<file path="src/rtl/mod_updown_counter_pkg.sv">
// Shared helpers for the up/down counter: prescaler sizing and parameter legality.
package mod_updown_counter_pkg;

    // Prescaler count width; a single bit is still needed when DIV is 1 or 2.
    function automatic int pc_width(input int div);
        int w;
        w = 1;
        while ((64'd1 << w) < 64'(div))
            w++;
        return w;
    endfunction

    function automatic bit params_ok(input int width, input longint unsigned modulus,
                                     input int div);
        return (width >= 1) && (width <= 32) && (modulus >= 2) &&
               (modulus <= (64'd1 << width)) && (div >= 1);
    endfunction

endpackage

</file>
<file path="src/rtl/mod_updown_counter_tick_prescaler.sv">
// Divides enabled cycles by DIV; tick marks the cycle in which the counter advances.
module tick_prescaler
    import mod_updown_counter_pkg::*;
#(
    parameter int DIV = 1
) (
    input  logic clk,
    input  logic rst_n,
    input  logic en,
    input  logic clr,
    output logic tick
);

    if (DIV == 1) begin : g_bypass
        logic unused_ok;
        assign unused_ok = ^{clk, clr};
        // Gated by reset so tick reads low while the block is held in reset.
        assign tick = en & rst_n;
    end else begin : g_div
        localparam int PW = pc_width(DIV);
        localparam logic [PW-1:0] PC_LAST = PW'(DIV - 1);

        logic [PW-1:0] pc;

        assign tick = en & (pc == PC_LAST);

        always_ff @(posedge clk or negedge rst_n) begin
            if (!rst_n) begin
                pc <= '0;
            end else if (clr) begin
                pc <= '0;
            end else if (en) begin
                pc <= tick ? '0 : pc + 1'b1;
            end
        end
    end

endmodule

</file>
<file path="src/rtl/mod_updown_counter.sv">
// Up/down modulus counter with prescaler, load/clear, terminal count and sticky wrap flag.
module mod_updown_counter
    import mod_updown_counter_pkg::*;
#(
    parameter int              WIDTH   = 4,
    parameter longint unsigned MODULUS = 64'd1 << WIDTH,
    parameter int              DIV     = 1
) (
    input  logic             clk,
    input  logic             rst_n,
    input  logic             en,
    input  logic             up,
    input  logic             clr,
    input  logic             load,
    input  logic [WIDTH-1:0] load_val,
    output logic [WIDTH-1:0] q,
    output logic             tick,
    output logic             tc,
    output logic             wrap_sticky
);

    if (!params_ok(WIDTH, MODULUS, DIV)) begin : g_bad_params
        $error("mod_updown_counter: illegal WIDTH/MODULUS/DIV combination");
    end

    // With MODULUS == 2**WIDTH this truncates to all-ones, so the wrap is plain overflow.
    localparam logic [WIDTH-1:0] MAX_Q = WIDTH'(MODULUS - 64'd1);

    logic at_top;
    logic at_bottom;
    logic [WIDTH-1:0] load_q;

    tick_prescaler #(
        .DIV (DIV)
    ) u_prescaler (
        .clk   (clk),
        .rst_n (rst_n),
        .en    (en),
        .clr   (clr | load),
        .tick  (tick)
    );

    assign at_top    = (q == MAX_Q);
    assign at_bottom = (q == '0);
    assign load_q    = (64'(load_val) < MODULUS) ? load_val : MAX_Q;

    assign tc = tick & ~clr & ~load & (up ? at_top : at_bottom);

    always_ff @(posedge clk or negedge rst_n) begin
        if (!rst_n) begin
            q           <= '0;
            wrap_sticky <= 1'b0;
        end else if (clr) begin
            q           <= '0;
            wrap_sticky <= 1'b0;
        end else if (load) begin
            q <= load_q;
        end else if (tick) begin
            if (up)
                q <= at_top ? '0 : q + 1'b1;
            else
                q <= at_bottom ? MAX_Q : q - 1'b1;
            if (tc)
                wrap_sticky <= 1'b1;
        end
    end

endmodule

</file>
<file path="config.mk">
export PLATFORM = sky130hd
export DESIGN_NAME = mod_updown_counter
export DESIGN_NICKNAME = d
export VERILOG_FILES = /design/src/rtl/mod_updown_counter_pkg.sv /design/src/rtl/mod_updown_counter_tick_prescaler.sv /design/src/rtl/mod_updown_counter.sv
export SDC_FILE = /design/constraint.sdc
export NUM_CORES = 1
export LEC_CHECK = 0
export ABC_AREA = 1
export CORE_AREA = 5 5 42 44
export CTS_BUF_LIST = sky130_fd_sc_hd__clkbuf_4 sky130_fd_sc_hd__clkbuf_8 sky130_fd_sc_hd__clkbuf_16
export DETAILED_ROUTE_END_ITERATION = 6
export DIE_AREA = 0 0 47 49
export PLACE_DENSITY = 0.7
export SETUP_SLACK_MARGIN = 0.3
export SLEW_MARGIN = 20
export SYNTH_ARGS = -nofsm -noshare
export SYNTH_HDL_FRONTEND = slang
export SYNTH_HIERARCHICAL = 1
export SYNTH_SLANG_ARGS = --single-unit
</file>
<file path="constraint.sdc">
create_clock -name clk -period 2 [get_ports clk]
set_input_delay 0.6 -clock clk [delete_from_list [all_inputs] [get_ports clk]]
set_output_delay 0.6 -clock clk [all_outputs]
set_load 0.1 [all_outputs]
</file>
Word level (Yosys, flattened, before mapping). Cells that the tools add are included.

Bits in registers: 5. Input bits: 10. Output and inout port bits: 7. Logic and storage cells: 28.

Add/sub/neg operators: 2. Equality and inequality tests: 2. Multiplexer cells: 11. Bitwise logic cells: 6. Reduce and logical (&&, ||, !) cells: 5.

Operators with widths (number): $mux 4 (6); $mux 1 (5); $add 4x1->4 const B (1); $and 1x1->1 (4); $eq 4x4->1 const B (1); $logic_not 4->1 (1); $reduce_bool 2->1 (2); $sub 4x1->4 const B (1); $reduce_and 3->1 (1); $reduce_bool 3->1 (1); $ne 2x2->1 const B (1); $not 1->1 (2).

Longest topological paths before layout.
Word-level depth: 8. Depth in mapped cells: 8. Gate-level depth less buffers: 8.

Hierarchy. The synthesis kept the hierarchy.

Modules (own cells, without submodules): mod_updown_counter (times used 1, cells an instance 66, area each 459.2 sq um, seq. area each 125.1 sq um); tick_prescaler (times used 1, cells an instance 2, area each 7.5 sq um, seq. area each 0.0 sq um).

Worst setup path before layout. OpenSTA, ideal clock, no wires.

Path type: input -> output. Start point: input en. End point: output tc. Arrival: 2.263 ns. Path slack: -0.863 ns. Cell stages on the path: 6. Buffers on the path: 0. Cells stage by stage: nand2_1 inv_1 inv_1 nor2_1 nand3_1 inv_1.

Cells in the longest elaborated chain, start to end: 4.

Ends and longest elaborated chain: start, declared (line mod_updown_counter.sv:11) `input logic en,`; $and 1x1->1 (line mod_updown_counter_tick_prescaler.sv:18) `assign tick = en & rst_n;`; via tick (line mod_updown_counter.sv:17) `output logic tick,`; $and 1x1->1 (3 in series) (line mod_updown_counter.sv:47) `assign tc = tick & ~clr & ~load & (up ? at_top : at_bottom);`; end, declared (line mod_updown_counter.sv:18) `output logic tc,`.

The timed path passes the listed nets, and every way through them passes these cells.

Worst setup path in the final report.
Start point: register q[0]. End point: output tc.

Cells in the longest elaborated chain, start to end: 3. Elaborated cells between the ends (all ways): 4. Those cells by class: eq/ne (1); mux (1); bitwise (1); reduce/logical (1).

Ends and longest elaborated chain: start, declared (line mod_updown_counter.sv:16) `output logic [WIDTH-1:0] q,`; start signal, assigned (line mod_updown_counter.sv:57) `q <= load_q;`; start signal, assigned (line mod_updown_counter.sv:60) `q <= at_top ? '0 : q + 1'b1;`; start signal, assigned (line mod_updown_counter.sv:62) `q <= at_bottom ? MAX_Q : q - 1'b1;`; $eq 4x4->1 or $logic_not 4->1 (tied branches) (line mod_updown_counter.sv:43, mod_updown_counter.sv:44); $mux 1 * (line mod_updown_counter.sv:47); $and 1x1->1 * (line mod_updown_counter.sv:47).

Every way passes the cells marked *; elsewhere a longest branch is shown, timed or not.

==> out/qor.yml <==
drt:
  via_per_inst: 4.612
  wl_per_cell_um: 11.89
  firstDrtPassIters: 2
  detail-route-antenna-nets: 0
  routed-via-count: 535
  drt_wl_total_mm: 1.379
  drt-initial-drc-count: 5
  drc: 0
run_status:
  violations: "negative setup slack"
  status: "finished, violations left"
sta:
  fin_crit_ps: 2067
  fmax_mhz: 483.7
  maxSlewViolCount: 0
  worst_pin_slew_ps: 218.4
  slew_headroom: 0.8528
  fin_skew_ps: 2.265
  rsz0062_at_grt: "yes"
  fin_ws_ps: -67.31
  hold_viol_final: 0
  setup_viol: 1
  finalCritPeriodShare: 1.034
final_layout:
  multi_input_area_um2: 331.6
  drive_above_1_share: 0.5000
  area.growth.synth_to_final_pct: 96.22
  diodes: 0
  seqCellArea_um2: 132.6
  fill_cells: 124
  layout.cells.non_filler: 116
  final_cell_area_um2: 908.4
  final_nets: 114
power:
  switching_power_uw: 244.5
  peakVddDrop_mv: 0.4075
  p_int_uw: 340.0
  power.density_nw_per_um2: 643.5
  p_sw_frac: 0.4184
  p_leak_uw: 0.0004204
  power_uw: 584.5
  clockPowerShare: 0.221
  comb_power_share: 0.551
  power_frac_seq: 0.227
grt:
  antenna_found_initial: 0
  gr-total-overflow: 0
  grt_usage: 0.1442
  first_global_vias: 608
  grt_max_degree: 9
  grt_first_pass_wirelength_mm: 2.442
min_path:
  min_path_type: "in -> async"
setup_path:
  critPathCaptureType: "output pin"
  crit_path_start_kind: "flop"
  crit_arrival_ps: 1470
  crit_fanout: 3
  worstPathRequired_ps: 1400
  criticalPathCategory: "reg -> out"
cts:
  clkLatencyLatePin_ps: 240
  cts_made_buffers: 3
  h-tree-depth: 1
  cts_tree: "yes"
  hold_buffers: 0
  numClockSinks: 5
  clock_path_buffers: 2
  clockRootBuffer: "clkbuf_4"
  cts.clk_slew.worst_paths_ps: 50
floorplan:
  core_area_um2: 1401
  dieArea_um2: 2303
  num_rows: 14
  ios: 17
  die_h_um: 49
  start_util: 0.3304
  fp.dieW_um: 47
synthesis:
  synth_area_um2: 462.9
  syn_nets: 80
  syn_inst: 67
  ys_warn_count: 6
  avgSynthCellArea_um2: 6.910
place:
  place_inst: 109
  hpwlAfterDp_mm: 1.099
  place_area_um2: 815.8
  portBuffers: 16
  place_ws_ps: -463.0
  place.gp.congestion: 0.7684
flow_run:
  cap_viol_max_count: 0
[worst paths after layout]
| check | startpoint | endpoint | slack (ps) | depth (start not counted) |
|---|---|---|---|---|
| worst min register to register | wrap_sticky | wrap_sticky | 590 | 2 |
| max in group asynchronous | rst_n | q[3] | 1620 | 2 |
| worst max-delay path | q[0] | tc | -70 | 7 |
| worst min-delay path | rst_n | q[0] | 260 | 2 |
| min in group clk | wrap_sticky | wrap_sticky | 590 | 2 |
| worst max register to register | q[0] | q[2] | 590 | 8 |
[worst max-delay path, cell delays in order (launching register included)]
cell and delay (ps):
dfrtp_4 500, inv_4 70, ha_4 120, a21oi_2 60, nor2_2 100, nand3_2 120, clkinvlp_4 100, buf_12 160
[cell usage in the layout, fill, tap and decap left out, types with 2 or more instances in the layout]
master,instances
dlygate4sd2_1,2
buf_12,7
clkbuf_4,4
buf_6,2
a21oi_2,3
xnor2_1,3
nand2_1,19
dfrtp_2,3
buf_4,13
clkdlybuf4s50_1,4
inv_1,5
o21ai_0,2
nor2_1,4
clkinvlp_4,2
nand3_2,2
inv_2,3
nor2_4,2
nand3_1,7
[per-stage QoR]
stage | utilization | TNS [ps] | hold slack [ps]
after floorplan | - | -476.4 | 304.4
after global placement | 0.5821 | -601.4 | 554.8
after detailed placement | 0.5821 | -665.6 | 555.3
after CTS | 0.6429 | -69.20 | 263.4
after global routing | 0.6482 | -130.4 | 262.0
final | 0.6482 | -67.31 | 265.0
[metal layers]
metal / routed length, um / track usage
met3: 65 / 0.05166
met4: 0 / 0.03226
met2: 791 / 0.2715
met5: 0 / 0
met1: 521 / 0.1400
[timing repair]
| item | in CTS | in global routing |
|---|---|---|
| buffers inserted | 2 | 1 |
| pin swaps | 4 | 0 |
| setup endpoints to repair | 2 | 2 |
| gates resized for setup | 30 | 0 |
[registers in the layout (all words and copies together) (netlist names)]
name         count
q                4
wrap_sticky      1
[power groups by stage]
| stage | Sequential, uW | Combinational, uW | Clock (uW) |
|---|---|---|---|
| 4_1_cts | 133 | 322 | 131 |
| 3_5_place_dp | 133 | 304 | 0 |
| 5_1_grt | 137 | 342 | 139 |
| 2_1_floorplan | 209 | 103 | 0 |
| 3_3_place_gp | 132 | 300 | 0 |
| 6_report | 133 | 322 | 129 |
[cell type report]
cell class                 count  share of cell area
timing repair buffer          30              0.3774
multi-input combinational     50              0.3650
sequential                     5              0.1460
inverter                      11             0.05647
clock buffer                   4             0.03306
tap                           16             0.02204
Power figures use the tool's default switching activity.
